==> config.mk <==
export PLATFORM = sky130hd
export DESIGN_NAME = parking_time_tracker_flat
export DESIGN_NICKNAME = d
export VERILOG_FILES = /design/src/rtl/parking_time_tracker_if.sv /design/src/rtl/parking_time_tracker.sv /design/src/flat_wrapper.sv
export SDC_FILE = /design/constraint.sdc
export NUM_CORES = 1
export LEC_CHECK = 0
export CAP_MARGIN = 20
export CORE_MARGIN = 1.5
export CORE_UTILIZATION = 42
export DETAILED_ROUTE_END_ITERATION = 8
export GPL_TIMING_DRIVEN = 0
export PLACE_DENSITY_LB_ADDON = 0.12
export SETUP_SLACK_MARGIN = 0.15
export SYNTH_ARGS = -nofsm -noshare
export SYNTH_HDL_FRONTEND = slang
export SYNTH_SLANG_ARGS = --single-unit
==> constraint.sdc <==
create_clock -name clk -period 7.8 [get_ports clk]
set_clock_uncertainty 0.05 [all_clocks]
set_input_delay 2.34 -clock clk [delete_from_list [all_inputs] [get_ports clk]]
set_output_delay 2.34 -clock clk [all_outputs]
set_load 0.005 [all_outputs]
==> src/rtl/parking_time_tracker_if.sv <==
// Request/result bus of the parking time tracker.
// The gate controller drives the master side. The tracker sits on the slave side.
interface parking_time_tracker_if #(
  parameter int SLOT_W = 2,
  parameter int TIME_W = 8,
  parameter int FEE_W  = 16
) ();
  logic              req_valid;
  logic              req_type;
  logic [SLOT_W-1:0] req_slot;
  logic              req_ready;
  logic              out_valid;
  logic              out_err;
  logic [SLOT_W-1:0] out_slot;
  logic [TIME_W-1:0] out_duration;
  logic [FEE_W-1:0]  out_fee;

  modport master (
    output req_valid, req_type, req_slot,
    input  req_ready, out_valid, out_err, out_slot, out_duration, out_fee
  );

  modport slave (
    input  req_valid, req_type, req_slot,
    output req_ready, out_valid, out_err, out_slot, out_duration, out_fee
  );
endinterface

==> src/rtl/parking_time_tracker.sv <==
// Multi-slot parking duration tracker.
// The tracker keeps a free-running time base and latches an entry time for each slot.
// On an exit it reports the duration (exit - entry, modulo 2^TIME_W) and frees the slot.
// Optional feature macro FEE_CALC_EN: when it is defined, a valid exit also reports
// fee = duration * RATE, saturated to FEE_W bits. When it is undefined, out_fee is constant 0.
//
// state  | meaning
// IDLE   | ready for a request, req_ready high
// CALC   | check the slot, subtract, update entry/occupied
// REPORT | pulse out_valid or out_err for one cycle
module parking_time_tracker #(
  parameter int TIME_W   = 8,
  parameter int SLOTS    = 4,
  parameter int SLOT_W   = 2,
  parameter int TICK_DIV = 4,
  parameter int RATE     = 3,
  parameter int FEE_W    = 16
) (
  input  logic                clk,
  input  logic                reset,
  parking_time_tracker_if.slave bus,
  output logic [SLOTS-1:0]    occupied,
  output logic [TIME_W-1:0]   now
);

  localparam int PRE_W = (TICK_DIV > 1) ? $clog2(TICK_DIV) : 1;

  typedef enum logic [1:0] {S_IDLE, S_CALC, S_REPORT} state_t;

  state_t            state_q, state_d;
  logic [PRE_W-1:0]  pre_q;
  logic [TIME_W-1:0] now_q;
  logic [TIME_W-1:0] entry_q [SLOTS];
  logic [SLOTS-1:0]  occ_q;
  logic              type_q;
  logic [SLOT_W-1:0] slot_q;
  logic [TIME_W-1:0] tcap_q;
  logic              ok_q;
  logic [SLOT_W-1:0] out_slot_q;
  logic [TIME_W-1:0] out_dur_q;
  logic [FEE_W-1:0]  out_fee_q;

  logic              transfer;
  logic              slot_ok;
  logic              occ_sel;
  logic [TIME_W-1:0] entry_sel;
  logic [TIME_W-1:0] diff;
  logic              ok_d;
  logic [TIME_W-1:0] dur_d;
  logic [FEE_W-1:0]  fee_calc;
  logic [FEE_W-1:0]  fee_d;

  assign transfer = (state_q == S_IDLE) && bus.req_valid;

  // Prescaler and time base: now advances once every TICK_DIV clocks and wraps naturally.
  always_ff @(posedge clk or posedge reset) begin
    if (reset) begin
      pre_q <= '0;
      now_q <= '0;
    end else if (pre_q == PRE_W'(TICK_DIV - 1)) begin
      pre_q <= '0;
      now_q <= now_q + TIME_W'(1);
    end else begin
      pre_q <= pre_q + PRE_W'(1);
    end
  end

  // State register.
  always_ff @(posedge clk or posedge reset) begin
    if (reset) state_q <= S_IDLE;
    else       state_q <= state_d;
  end

  // Next-state logic: each accepted request takes one CALC cycle and one REPORT cycle.
  always_comb begin
    state_d = state_q;
    case (state_q)
      S_IDLE:   if (transfer) state_d = S_CALC;
      S_CALC:   state_d = S_REPORT;
      S_REPORT: state_d = S_IDLE;
      default:  state_d = S_IDLE;
    endcase
  end

  // FSM outputs: the handshake and the one-cycle result pulses.
  always_comb begin
    bus.req_ready = (state_q == S_IDLE);
    bus.out_valid = (state_q == S_REPORT) && ok_q;
    bus.out_err   = (state_q == S_REPORT) && !ok_q;
  end

  // Capture the request. tcap_q takes the pre-edge time, so a tick at this same edge is not seen.
  always_ff @(posedge clk or posedge reset) begin
    if (reset) begin
      type_q <= 1'b0;
      slot_q <= '0;
      tcap_q <= '0;
    end else if (transfer) begin
      type_q <= bus.req_type;
      slot_q <= bus.req_slot;
      tcap_q <= now_q;
    end
  end

  // CALC datapath: check the slot and compute the modular difference (the borrow is dropped).
  always_comb begin
    slot_ok   = int'(slot_q) < SLOTS;
    occ_sel   = slot_ok ? occ_q[slot_q] : 1'b0;
    entry_sel = slot_ok ? entry_q[slot_q] : '0;
    diff      = tcap_q - entry_sel;
    ok_d      = slot_ok && (type_q ? occ_sel : !occ_sel);
    dur_d     = (ok_d && type_q) ? diff : '0;
  end

`ifdef FEE_CALC_EN
  localparam int PW = TIME_W + 32;
  logic [PW-1:0] prod;

  // Fee: compute the product wide, then clamp it to the largest value FEE_W bits can hold.
  always_comb begin
    prod     = PW'(diff) * PW'(RATE);
    fee_calc = (prod > PW'({FEE_W{1'b1}})) ? '1 : FEE_W'(prod);
    fee_d    = (ok_d && type_q) ? fee_calc : '0;
  end
`else
  // Fee: without the fee feature there is no multiplier. RATE has no effect, so the fee is tied to zero.
  always_comb begin
    fee_calc = FEE_W'(RATE) & '0;
    fee_d    = fee_calc;
  end
`endif

  // Slot bookkeeping and result registers. The results hold their values between pulses.
  always_ff @(posedge clk or posedge reset) begin
    if (reset) begin
      occ_q      <= '0;
      ok_q       <= 1'b0;
      out_slot_q <= '0;
      out_dur_q  <= '0;
      out_fee_q  <= '0;
      for (int i = 0; i < SLOTS; i++) entry_q[i] <= '0;
    end else if (state_q == S_CALC) begin
      ok_q       <= ok_d;
      out_slot_q <= slot_q;
      out_dur_q  <= dur_d;
      out_fee_q  <= fee_d;
      if (ok_d) begin
        if (type_q) begin
          occ_q[slot_q] <= 1'b0;
        end else begin
          occ_q[slot_q]   <= 1'b1;
          entry_q[slot_q] <= tcap_q;
        end
      end
    end
  end

  assign bus.out_slot     = out_slot_q;
  assign bus.out_duration = out_dur_q;
  assign bus.out_fee      = out_fee_q;
  assign occupied         = occ_q;
  assign now              = now_q;

endmodule
==> src/flat_wrapper.sv <==
// flat-port wrapper written by rule: the top's interface ports become plain ports
module parking_time_tracker_flat 
#(
  parameter int TIME_W   = 8,
  parameter int SLOTS    = 4,
  parameter int SLOT_W   = 2,
  parameter int TICK_DIV = 4,
  parameter int RATE     = 3,
  parameter int FEE_W    = 16
)
  (clk, reset, occupied, now, bus_req_valid, bus_req_type, bus_req_slot, bus_req_ready, bus_out_valid, bus_out_err, bus_out_slot, bus_out_duration, bus_out_fee);
  parking_time_tracker_if #(.SLOT_W(SLOT_W), .TIME_W(TIME_W), .FEE_W(FEE_W)) bus_i ();
  input  logic clk;
  input  logic reset;
  output logic [SLOTS-1:0] occupied;
  output logic [TIME_W-1:0] now;
  input wire logic [$bits(bus_i.req_valid)-1:0] bus_req_valid;
  input wire logic [$bits(bus_i.req_type)-1:0] bus_req_type;
  input wire logic [$bits(bus_i.req_slot)-1:0] bus_req_slot;
  output wire logic [$bits(bus_i.req_ready)-1:0] bus_req_ready;
  output wire logic [$bits(bus_i.out_valid)-1:0] bus_out_valid;
  output wire logic [$bits(bus_i.out_err)-1:0] bus_out_err;
  output wire logic [$bits(bus_i.out_slot)-1:0] bus_out_slot;
  output wire logic [$bits(bus_i.out_duration)-1:0] bus_out_duration;
  output wire logic [$bits(bus_i.out_fee)-1:0] bus_out_fee;
  assign bus_i.req_valid = bus_req_valid;
  assign bus_i.req_type = bus_req_type;
  assign bus_i.req_slot = bus_req_slot;
  assign bus_req_ready = bus_i.req_ready;
  assign bus_out_valid = bus_i.out_valid;
  assign bus_out_err = bus_i.out_err;
  assign bus_out_slot = bus_i.out_slot;
  assign bus_out_duration = bus_i.out_duration;
  assign bus_out_fee = bus_i.out_fee;
  parking_time_tracker #(.TIME_W(TIME_W), .SLOTS(SLOTS), .SLOT_W(SLOT_W), .TICK_DIV(TICK_DIV), .RATE(RATE), .FEE_W(FEE_W)) u_core (.clk(clk), .reset(reset), .bus(bus_i), .occupied(occupied), .now(now));
endmodule
==> impl_metrics.env <==
export IMPL_path_buf_inv=1
export IMPL_slew_violations=0
export IMPL_first_global_vias=2120
export IMPL_async_reset_ff_share_pct=100
export IMPL_drtIter0Drc=60
export IMPL_crit_arrival_ns=1.59
export IMPL_synthCells=261
export IMPL_hold_violations=0
export IMPL_timing_final_ws_setup_ns=3.82
export IMPL_fmax_mhz=251
export IMPL_cts_buffers=9
export IMPL_tightest_slew_ns=0.874
export IMPL_critPathMaxStageDelay_ns=0.56
export IMPL_maxCapViolations=0
export IMPL_cts_sinks=70
export IMPL_start_kind="flop"
export IMPL_stdcell_area_mm2=0.00404
export IMPL_slew_headroom_pct=41.7
export IMPL_finalNetCount=335
export IMPL_power_frac_seq_pct=42.3
export IMPL_clkLatencyLatePin_ns=0.34
export IMPL_cp_depth=2
export IMPL_min_period_over_period_pct=51.0
export IMPL_syn_cell_area_mm2=0.00334
export IMPL_critPathSlowestCell="clkdlybuf4s50_1"
export IMPL_placed_area_mm2=0.00383
export IMPL_dieHeight_um=92.2
export IMPL_timing_rr_start="u_core.slot_q[1]"
export IMPL_r2r_slack_ns=4.81
export IMPL_cp_end_kind="output pin"
export IMPL_cts_hold_fix_buffers=0
export IMPL_pwr_share_clk_pct=28.0
export IMPL_grt_pass1_wl_um=10300
export IMPL_path_cells="nor2_1 > clkdlybuf4s50_1"
export IMPL_num_antenna_cells=0
export IMPL_synth_seq_area_share_pct=52.5
export IMPL_synth_seq_cells=70
export IMPL_powerDensity_mw_per_mm2=278
export IMPL_ys_flop_type="dfrtp_1"
export IMPL_grt_ovfl_total=0
export IMPL_dp_slack_ns=4.02
export IMPL_drive_gt1_share_pct=28.0
export IMPL_crit_end="bus_req_ready"
export IMPL_via_count=2060
export IMPL_yosysWarningCount=0
export IMPL_avgViaCountPerCell=4.86
export IMPL_routed_wl_um=6160
export IMPL_dp_hpwl_um=4310
export IMPL_critPathKind="flop to output pin"
export IMPL_fill_cells=707
export IMPL_fp_dieW_um=92.2
export IMPL_worst_ep_required_time_ns=5.41
export IMPL_timing_critical_path_from="u_core.state_q[0]"
export IMPL_cts_htree_levels=3
export IMPL_cts_tree="yes"
export IMPL_p_leak_nw=1.93
export IMPL_track_usage_pct=16.0
export IMPL_rows=32
export IMPL_post_cts_resized=0
export IMPL_syn_to_final_growth_pct=21.0
export IMPL_drtAntennaViolNets=0
export IMPL_finalCriticalPeriod_ns=3.98
export IMPL_routedWlPerCell_um=14.5
export IMPL_cts_path_max_buffers=2
export IMPL_r2r_end="u_core.entry_q[6]"
export IMPL_worstRegToRegCells=7
export IMPL_gp_congestion=0.747
export IMPL_intPower_uw=794
export IMPL_io_pins=47
export IMPL_io_buffers=30
export IMPL_power_mw=1.12
export IMPL_core_mm2=0.00773
export IMPL_post_synth_cell_area_avg_um2=12.8
export IMPL_cp_top_family="buffers and inverters"
export IMPL_grt_max_degree=71
export IMPL_die_area_mm2=0.00850
export IMPL_status="complete, no violations"
export IMPL_utilization_pct=52.3
export IMPL_clkTransAtPathRegs_ns=0.08
export IMPL_start_util_pct=43.2
export IMPL_power_switching_uw=330
export IMPL_clockRootBuffer="clkbuf_8"
export IMPL_first_pass_iters=4
export IMPL_drc=0
export IMPL_switching_share_pct=29.4
export IMPL_synth_edff_count=0
export IMPL_finalSetupViolCount=0
export IMPL_power_frac_comb_pct=29.7
export IMPL_hold_class="flop to flop"
export IMPL_post_cts_setup_buffers=0
export IMPL_yosys_cell_types_count=36
export IMPL_rsz0062_at_grt="false"
export IMPL_antenna_found_initial=0
export IMPL_setup_tns_ns=0
export IMPL_cp_max_fo=4
export IMPL_ir_drop_v=0.0000982
-- metal layers --
layer	up-vias	GRT usage, %	routed length [µm]
met5	-	0	0
met4	0	6.54	93
met3	9	2.82	204
met2	48	25.9	2820
met1	1017	21.3	3030
li1	986	-	-
-- layout by cell type (no fill, tap or decap), types with 8 or more instances in the layout --
| cell type | instances |
|---|---|
| conb_1 | 16 |
| o21ai_0 | 12 |
| dfrtp_1 | 70 |
| inv_1 | 13 |
| clkbuf_8 | 9 |
| clkdlybuf4s50_1 | 30 |
| mux4_2 | 8 |
| buf_4 | 17 |
| mux2_2 | 38 |
| ha_1 | 11 |
| xnor2_1 | 8 |
| nand2_1 | 27 |
-- cells in the mapped netlist (all sizes together) (2+ instances only) --
| library cell | number | area share (%) |
|---|---|---|
| buf | 22 | 4.9 |
| clkbuf | 3 | 0.34 |
| xnor2 | 8 | 2.1 |
| o41ai | 3 | 0.79 |
| nand2 | 27 | 3.0 |
| o31ai | 2 | 0.45 |
| a21o | 5 | 1.1 |
| xor2 | 6 | 1.6 |
| inv | 14 | 1.6 |
| nand4 | 3 | 0.56 |
| mux2 | 38 | 13 |
| ha | 11 | 4.1 |
| mux4 | 9 | 6.2 |
| o21ai | 13 | 1.9 |
| dfrtp | 70 | 52 |
| nand3 | 6 | 1.3 |
| nor2 | 5 | 0.56 |
| a21oi | 3 | 0.45 |
-- cell families after synthesis --
logic type / Yosys count / share of synthesized area, %
AOI/OAI and AO/OA: 29 / 5.43
xor gates and xnor gates: 14 / 3.67
adders and majority gates: 12 / 4.72
buffers and inverters: 39 / 6.86
DFF: 70 / 52.5
muxes: 47 / 19.0
other: 1 / 0.112
and+or+nand+nor: 49 / 7.76
-- worst min path at each step --
stage	slack, ns	end	cells after the start	from
floorplan	0.35	u_core.pre_q[0]	1	u_core.pre_q[0]
global placement	0.36	u_core.pre_q[0]	1	u_core.pre_q[0]
detailed placement	0.37	u_core.pre_q[0]	1	u_core.pre_q[0]
CTS	0.38	u_core.pre_q[0]	1	u_core.pre_q[0]
global route	0.41	u_core.pre_q[0]	1	u_core.pre_q[0]
finish	0.38	u_core.pre_q[0]	1	u_core.pre_q[0]
-- flip-flops by register name, indices dropped and copies added (netlist names), named ones only --
register	cells
u_core.bus.out_slot	2
u_core.tcap_q	8
u_core.state_q	2
u_core.pre_q	2
u_core.bus.out_duration	8
u_core.now	8
u_core.entry_q	32
u_core.ok_q	1
u_core.slot_q	2
u_core.type_q	1
-- through the flow --
step	std cells	hold slack, ns
after floorplan	276	0.353
after global placement	408	0.364
after detailed placement	408	0.370
after CTS	424	0.383
after global routing	424	0.413
final	424	0.380
-- worst reg2reg max path: stages (launching register included) --
cell and delay, ns:
dfrtp_1 0.45, clkbuf_1 0.51, mux4_2 0.41, ha_1 0.38, nor3_4 0.31, and3_1 0.20, buf_4 0.21, mux2_2 0.36
-- power groups by stage --
| stage | registers [mW] | logic (mW) | clock network [mW] |
|---|---|---|---|
| global placement | 0.480 | 0.333 | 0 |
| CTS | 0.476 | 0.339 | 0.322 |
| detailed placement | 0.483 | 0.338 | 0 |
| global route | 0.485 | 0.373 | 0.337 |
| finish | 0.476 | 0.334 | 0.314 |
| floorplan | 0.473 | 0.228 | 0 |
-- cell type report --
cell class	instances	area (µm²)	share of cell area, %
plain buffers	25	176	4.37
clock buffers	10	128	3.16
clock inverters	6	86.3	2.14
inverters	14	55.1	1.36
multi-input cells	167	1420	35.0
flip-flops and latches	70	1750	43.4
well taps	102	128	3.16
repair buffers	30	300	7.43
No activity file was read; power rests on OpenSTA's default activity.
